--- src/rtl/mul_sequencer.sv ---
// Iterative shift-add multiplier for the EX stage; stalls the pipeline while it runs.
// Build option: define MUL_SEQ_MAC_EN to add the MAC accumulator and acc_clear handling.
module mul_sequencer #(
  parameter int WIDTH          = 32,
  parameter int BITS_PER_CYCLE = 8
) (
  input  logic             clk,
  input  logic             arst,
  input  logic             start,
  input  logic [3:0]       alu_control,
  input  logic [WIDTH-1:0] op_a,
  input  logic [WIDTH-1:0] op_b,
  input  logic             flush,
  input  logic             acc_clear,
  output logic             stall,
  output logic             result_valid,
  output logic [WIDTH-1:0] result,
  output logic             busy
);
  localparam int CYCLES = WIDTH / BITS_PER_CYCLE;
  localparam int CNT_W  = (CYCLES > 1) ? $clog2(CYCLES) : 1;
  localparam logic [CNT_W-1:0] LAST_CNT = CNT_W'(CYCLES - 1);
  localparam logic [3:0] CODE_MUL = 4'd8;
  localparam logic [3:0] CODE_MAC = 4'd9;

  typedef enum logic [1:0] {IDLE, RUN, DONE} state_t;

  state_t                          state_q, state_d;
  logic [WIDTH-1:0]                mcand_q, mcand_d;
  logic [WIDTH-1:0]                mplier_q, mplier_d;
  logic [WIDTH-1:0]                partial_q, partial_d;
  logic [CNT_W-1:0]                cnt_q, cnt_d;
  logic [WIDTH-1:0]                result_q, result_d;
  logic [WIDTH+BITS_PER_CYCLE-1:0] step_prod;
  logic [WIDTH-1:0]                done_value;
  logic                            is_mul_code;
  logic                            accept;

  // The multiplicand is kept pre-shifted and the multiplier pre-shifted down, so each
  // iteration always multiplies by the lowest chunk.
  assign step_prod = {{BITS_PER_CYCLE{1'b0}}, mcand_q}
                   * {{WIDTH{1'b0}}, mplier_q[BITS_PER_CYCLE-1:0]};

  assign is_mul_code = (alu_control == CODE_MUL) || (alu_control == CODE_MAC);
  assign accept      = (state_q == IDLE) && start && is_mul_code && !flush;

`ifdef MUL_SEQ_MAC_EN
  logic             is_mac_q, is_mac_d;
  logic [WIDTH-1:0] acc_q, acc_d;

  // A clear coinciding with the commit acts as clear-then-add.
  assign done_value = is_mac_q ? ((acc_clear ? '0 : acc_q) + partial_q) : partial_q;
`else
  logic unused_acc_clear;
  assign unused_acc_clear = acc_clear;
  assign done_value       = partial_q;
`endif

  always_comb begin
    state_d   = state_q;
    mcand_d   = mcand_q;
    mplier_d  = mplier_q;
    partial_d = partial_q;
    cnt_d     = cnt_q;
    result_d  = result_q;
`ifdef MUL_SEQ_MAC_EN
    is_mac_d = is_mac_q;
    acc_d    = acc_clear ? '0 : acc_q;
`endif
    case (state_q)
      IDLE: begin
        if (accept) begin
          mcand_d   = op_a;
          mplier_d  = op_b;
          partial_d = '0;
          cnt_d     = '0;
          state_d   = RUN;
`ifdef MUL_SEQ_MAC_EN
          is_mac_d = (alu_control == CODE_MAC);
`endif
        end
      end
      RUN: begin
        if (flush) begin
          state_d = IDLE;
        end else begin
          partial_d = partial_q + step_prod[WIDTH-1:0];
          mcand_d   = mcand_q << BITS_PER_CYCLE;
          mplier_d  = mplier_q >> BITS_PER_CYCLE;
          cnt_d     = cnt_q + 1'b1;
          if (cnt_q == LAST_CNT) begin
            state_d = DONE;
          end
        end
      end
      DONE: begin
        state_d = IDLE;
        if (!flush) begin
          result_d = done_value;
`ifdef MUL_SEQ_MAC_EN
          if (is_mac_q) begin
            acc_d = done_value;
          end
`endif
        end
      end
      default: state_d = IDLE;
    endcase
  end

  always_ff @(posedge clk or posedge arst) begin
    if (arst) begin
      state_q   <= IDLE;
      mcand_q   <= '0;
      mplier_q  <= '0;
      partial_q <= '0;
      cnt_q     <= '0;
      result_q  <= '0;
`ifdef MUL_SEQ_MAC_EN
      is_mac_q <= 1'b0;
      acc_q    <= '0;
`endif
    end else begin
      state_q   <= state_d;
      mcand_q   <= mcand_d;
      mplier_q  <= mplier_d;
      partial_q <= partial_d;
      cnt_q     <= cnt_d;
      result_q  <= result_d;
`ifdef MUL_SEQ_MAC_EN
      is_mac_q <= is_mac_d;
      acc_q    <= acc_d;
`endif
    end
  end

  assign stall        = accept || (state_q == RUN);
  assign busy         = (state_q == RUN);
  assign result_valid = (state_q == DONE) && !flush;
  assign result       = (state_q == DONE) ? done_value : result_q;

endmodule

--- config.mk ---
export PLATFORM = sky130hd
export DESIGN_NAME = mul_sequencer
export DESIGN_NICKNAME = d
export VERILOG_FILES = /design/src/rtl/mul_sequencer.sv
export SDC_FILE = /design/constraint.sdc
export NUM_CORES = 1
export LEC_CHECK = 0
export CAP_MARGIN = 20
export CORE_UTILIZATION = 55
export CTS_CLUSTER_DIAMETER = 100
export DETAILED_ROUTE_END_ITERATION = 8
export PLACE_DENSITY = 0.75
export SYNTH_ARGS = -nofsm -noshare
export SYNTH_HDL_FRONTEND = slang
export SYNTH_SLANG_ARGS = --single-unit
export TNS_END_PERCENT = 100
--- constraint.sdc ---
create_clock -name clk -period 4.9 [get_ports clk]
set_input_delay 0.735 -clock clk [delete_from_list [all_inputs] [get_ports clk]]
set_output_delay 0.735 -clock clk [all_outputs]
set_load 0.02 [all_outputs]
# ---- After elaboration in Yosys (flattened, before gate mapping)
# Cells that the tools add are included.
dict set report word_totals {
  regBits 132
  inputBits 73
  output_inout_bits 35
  word_cells 47
}
dict set report classes {
  addsub 2
  n_mul 1
  n_eq_ne 8
  n_mux 17
  bitwise_logic 1
  n_reduce_logical 12
}
# cell n
set op_table {}
lappend op_table {{$mux 32} 7}
lappend op_table {{$pmux 32 s2} 3}
lappend op_table {{$add 32x32->32} 1}
lappend op_table {{$mul 32x8->32} 1}
lappend op_table {{$mux 2} 5}
lappend op_table {{$eq 4x4->1 const B} 2}
lappend op_table {{$pmux 2 s2} 2}
lappend op_table {{$eq 2x2->1 const B} 2}
lappend op_table {{$logic_and 1x1->1} 4}
lappend op_table {{$ne 2x2->1 const B} 2}
lappend op_table {{$reduce_and 2->1} 2}
lappend op_table {{$ne 3x2->1 const B} 1}
lappend op_table {{$reduce_and 3->1} 1}
lappend op_table {{$add 2x1->2 const B} 1}
lappend op_table {{$eq 2x1->1 const B} 1}
lappend op_table {{$logic_not 2->1} 1}
lappend op_table {{$logic_or 1x1->1} 2}
lappend op_table {{$reduce_bool 2->1} 1}
lappend op_table {{$logic_not 1->1} 1}
lappend op_table {{$not 1->1} 1}

# ---- Logic depth before layout (Yosys ltp)
dict set report logic_depth {
  word_depth 6
  depth_mapped 20
  ltp_nobuf 18
}

# ---- Worst setup path after synthesis
# No wires, ideal clock.
dict set report synth_timing {
  kind {register to register}
  start {register mplier_q[0]}
  end {register partial_q[17], in the netlist done_value[17]}
  setup_ns 0.137
  arrival_time_ns 4.666
  required_ns 4.763
  slack_ns 0.097
  path_stages_with_launch 20
  n_path_buf 2
  synth_period_minus_slack_ns 4.803
  cell_sequence {dfrtp_1 > clkbuf_1 > clkbuf_1 > nand2_1 > fa_1 > inv_1 > fa_1 > fa_1 > inv_1 > fa_1 > inv_1 > ha_1 > a2111oi_0 > nor3_1 > a21boi_1 > o21ai_1 > a21o_1 > a21oi_1 > xor2_1 > o22ai_1}
}
dict set report synth_via {
  elab_chain_len 4
}
# element line_no
set synth_lines {}
lappend synth_lines {{start: declaration} 30} ;# logic [WIDTH-1:0] mplier_q, mplier_d;
lappend synth_lines {{start signal: assignment} 126} ;# mplier_q <= mplier_d;
lappend synth_lines {{$mul 32x8->32} 42} ;# * {{WIDTH{1'b0}}, mplier_q[BITS_PER_CYCLE-1:0]};
lappend synth_lines {{$add 32x32->32} 87} ;# partial_d = partial_q + step_prod[WIDTH-1:0];
lappend synth_lines {{$mux 32} 84} ;# if (flush) begin
lappend synth_lines {{$pmux 32 s2} 70} ;# case (state_q)
lappend synth_lines {{end signal: assignment} 127} ;# partial_q <= partial_d;
lappend synth_lines {{end: declaration} 31} ;# logic [WIDTH-1:0] partial_q, partial_d;
# No other way between the ends. The select of a mux whose other input is x is not followed.
# A chain may end at the register's enable or synchronous reset.

# ---- Worst setup path in the final report
dict set report layout_timing {
  start {register mplier_q[5]}
  end {register partial_q[30], in the netlist done_value[30]}
}
# The elaborated chain is that of the path after synthesis.

==> impl_summary.log <==
INFO  metric run_status = complete, but fails checks
INFO  metric violations_in_the_final_reports = negative setup slack
INFO  metric numCtsBuffers = 17
INFO  metric floorplan.die_area = around 25000 um2
INFO  metric crit_required = 5.21 ns
INFO  metric detail_route.vias_per_cell = between 5 and 6
INFO  metric postSynthNetCount = 1769
INFO  metric r2r.worst_path.cells = 19
INFO  metric design.portCount = approximately 110
INFO  metric drc = 0
INFO  metric layout_cells_sized_above_1 = approximately a fifth
INFO  metric detailroute.via_count = around 11000
INFO  metric iteration_0_drc_markers = a little over 600
INFO  metric synth_cell_types = between 50 and 60
INFO  metric critPathLaunchType = register
INFO  metric finalHoldViolCount = 0
INFO  metric timing.critical_path.arrival = approximately 5.2 ns
INFO  metric clock_path_buffers = 2
INFO  metric hold-path-cell-count = 1
INFO  metric worst_slew_margin = around 40%
INFO  metric port_buffers = 105
INFO  metric grtUsageTotal = 30.83%
INFO  metric clock_skew = approximately 0.015 ns
INFO  metric synth-seq-cells = between 100 and 150
INFO  metric final.setup.worst_slack = -0.01080 ns
INFO  metric cpLargestDelayFamily = adder cells
INFO  metric placed_area = 15630 um2
INFO  metric flow.area_growth_from_synthesis = 25.66%
INFO  metric clock_latency = ~0.44 ns
INFO  metric die-height = between 150 and 200 um
INFO  metric critPathSlowestCell = sky130_fd_sc_hd__fa_1
INFO  metric clk_transition_reported_paths = around 0.06 ns
INFO  metric grt_pass1_wl = about 58000 um
INFO  metric setup_viol_count_final = 1
INFO  metric clock-root-buffer = sky130_fd_sc_hd__clkbuf_16
INFO  metric number_of_h_tree_branching_levels = 4
INFO  metric std_cell_rows = 56
INFO  metric cts_sink_count = 132
INFO  metric worstReg2RegStart = mplier_q[5]$_DFFE_PP0P_
INFO  metric end_kind = register
INFO  metric min_period_over_period = 100.2%
INFO  metric tritoncts = yes
INFO  metric syn-mean-instance-area = a little over 9 um2
INFO  metric hold_end = result_q[24]$_DFFE_PP0P_
INFO  metric timing.hold.worst.class = register to register
INFO  metric synth_area = 13300 um2
INFO  metric design.final.nets = between 1500 and 2000
INFO  metric via_count_of_the_first_global_routing_pass = 11150
INFO  metric grt_antenna_before_repair = 1
INFO  metric worstHoldStart = result_q[24]$_DFFE_PP0P_
INFO  metric hpwl = 25800 um
INFO  metric gp_congestion = just under 0.9
INFO  metric critical_path.max_fanout = 5
INFO  metric floorplan.die.width = roughly 160 um
INFO  metric max_cap_violations = 0
INFO  metric ys_async_sr_fraction = 100.0%
INFO  metric utilization = 70.79%
INFO  metric yosys_most_used_dff = sky130_fd_sc_hd__dfrtp_1
INFO  metric layout.cells.most_common = sky130_fd_sc_hd__inv_1
INFO  metric globalRouteOverflowTotal = 0
INFO  metric multiInputGateArea = 9051 um2
INFO  metric layout_common_cells = sky130_fd_sc_hd__inv_1 (245), sky130_fd_sc_hd__nand2_1 (242), sky130_fd_sc_hd__fa_1 (179), sky130_fd_sc_hd__and2_1 (145), sky130_fd_sc_hd__buf_4 (144)
INFO  metric initial_core_utilization = 56.34%
INFO  metric antenna-diode-count = 0
INFO  metric timing.final.crit_period = ~4.9 ns
INFO  metric hold_buffers = 0
INFO  metric synth_sequential_area_ratio = 24.83%
INFO  metric n_fill_cell = about 1800
INFO  metric slowest_delay = between 0.5 and 0.6 ns
INFO  metric drtAntennaViolNets = 0
INFO  metric synth-edff-count = 0
INFO  metric post_drt_wl_per_cell = around 18 um
INFO  metric yosys_warning_total = 0
INFO  metric maximum_number_of_pins_on_one_net_before_global_route_repair = 75
INFO  metric crit_path_cell_trace = buf_4 > and2_1 > fa_1 > fa_2 > fa_1 > inv_1 > fa_1 > inv_1 > ha_1 > nand2_1 > nand2_1 > o41ai_2 > buf_4 > a31oi_1 > buf_4 > o211ai_4 > nand3_4 > nand3_2 > or3b_1
INFO  metric reg2reg_slack = -0.01 ns
INFO  metric final_max_slew_viol_count = 0
INFO  metric max_freq = about 200 MHz
INFO  metric criticalPathCategory = register to register
INFO  metric core = ~24000 um2
INFO  metric r2r-end = done_value[30]$_DFFE_PP0P_
INFO  metric drtPass1Iterations = 5
INFO  metric synth_cells = roughly 1500
INFO  metric finalInstanceArea = roughly 17000 um2
INFO  metric sequential_cell_area = 3319 um2
INFO  metric grt_setup_unrepaired = true
INFO  metric worst-path-buf-inv = 5
INFO  metric slew_at_the_pin_closest_to_its_max_slew_limit = a little under 0.9 ns
INFO  metric route.final.wire_length = between 30000 and 40000 um
INFO  metric final.hold.worst_slack = approximately 0.5 ns
worst max-delay path by stage:
stage                     slack (ns)               startpoint  depth (start not counted)                         end
after floorplan                  0.1  mplier_q[0]$_DFFE_PP0P_                         19  done_value[17]$_DFFE_PP0P_
after global placement         -0.19  mplier_q[3]$_DFFE_PP0P_                         17  done_value[31]$_DFFE_PP0P_
after detailed placement       -0.36  mplier_q[3]$_DFFE_PP0P_                         17  done_value[31]$_DFFE_PP0P_
after CTS                     -0.006  mplier_q[5]$_DFFE_PP0P_                         18  done_value[26]$_DFFE_PP0P_
after global routing           -0.19  mplier_q[0]$_DFFE_PP0P_                         20  done_value[30]$_DFFE_PP0P_
final                          -0.01  mplier_q[5]$_DFFE_PP0P_                         19  done_value[30]$_DFFE_PP0P_
stage by stage:
step | setup slack, ns | TNS (ns) | std cells
after global placement | -0.1884 | -0.8246 | 1947
after floorplan | 0.09671 | 0 | 1468
after detailed placement | -0.3567 | -2.210 | 1947
after CTS | -0.005832 | -0.006121 | 1984
final | -0.01080 | -0.01080 | 1989
after global routing | -0.1861 | -0.9626 | 1989
routing by layer:
metal | GRT usage, % | vias up | routed length (um)
met5 | 0 | - | 11
li1 | - | 4908 | -
met2 | 49.73 | 374 | 17190
met4 | 12.76 | 2 | 1264
met3 | 6.030 | 79 | 2300
met1 | 40.83 | 5390 | 14800
worst register-to-register path, stage by stage (launching register included):
cell and delay (ns):
sky130_fd_sc_hd__dfrtp_2 0.46, sky130_fd_sc_hd__buf_4 0.16, sky130_fd_sc_hd__and2_1 0.15, sky130_fd_sc_hd__fa_1 0.57, sky130_fd_sc_hd__fa_2 0.45, sky130_fd_sc_hd__fa_1 0.49, sky130_fd_sc_hd__inv_1 0.05, sky130_fd_sc_hd__fa_1 0.47
sky130_fd_sc_hd__inv_1 0.04, sky130_fd_sc_hd__ha_1 0.24, sky130_fd_sc_hd__nand2_1 0.08, sky130_fd_sc_hd__nand2_1 0.08, sky130_fd_sc_hd__o41ai_2 0.28, sky130_fd_sc_hd__buf_4 0.18, sky130_fd_sc_hd__a31oi_1 0.08, sky130_fd_sc_hd__buf_4 0.18
sky130_fd_sc_hd__o211ai_4 0.27, sky130_fd_sc_hd__nand3_4 0.14, sky130_fd_sc_hd__nand3_2 0.09, sky130_fd_sc_hd__or3b_1 0.34
cells in the mapped netlist (all sizes together) (2+ instances only):
master	n	area (um2)
inv	251	942.2
nand2	243	912.1
fa	186	3724
and2	149	932.1
dfrtp	132	3303
clkbuf	75	282.8
mux2	64	720.7
nor2	58	217.7
a31oi	53	331.6
ha	42	525.5
o21ai	37	185.2
o22ai	26	162.7
xnor2	25	219.0
a21oi	22	117.6
buf	18	78.82
xor2	13	113.9
nand3	10	55.05
nand2b	8	50.05
nor3	8	40.04
a21o	5	37.54
nor2b	5	31.28
a211oi	4	35.03
nand4	4	25.02
o31ai	4	30.03
a2111oi	3	32.53
o211ai	3	27.52
a21boi	2	15.02
and3	2	12.51
o21a	2	15.01
o21bai	2	15.01
o41ai	2	25.03
or3	2	12.51
registers in the layout, summed over array words and instances (netlist names):
| name | cells |
|---|---|
| done_value | 32 |
| cnt_q | 2 |
| state_q | 2 |
| mcand_q | 32 |
| result_q | 32 |
| mplier_q | 32 |
logic make-up after synthesis:
| group | count (synthesis) | share of synthesized area, % |
|---|---|---|
| simple gates | 493 | 17.50 |
| buf+inv | 344 | 9.801 |
| fa+ha+maj | 228 | 31.94 |
| compound gates | 169 | 8.004 |
| flops | 132 | 24.83 |
| mux | 64 | 5.418 |
| xor+xnor | 38 | 2.502 |
area by class of cell:
type,instances,area share (%)
clock buffers,19,2.650
clock inverters,13,1.175
inverters,251,5.666
multi-input cells,992,54.15
flip-flops and latches,132,19.86
well taps,319,2.388
repair buffers,263,14.12
what timing repair did:
| item | 4_1_cts | 5_1_grt |
|---|---|---|
| endpoints found under the setup margin | 13 | 13 |
| buffers inserted | 5 | 5 |
| cloned | 0 | 0 |
| gates resized for setup | 36 | 49 |
| pin swaps | 12 | 20 |
Power is left out: the tool's default activity adds up to more than one toggle a clock period on the data nets, which glitch-free logic cannot reach.
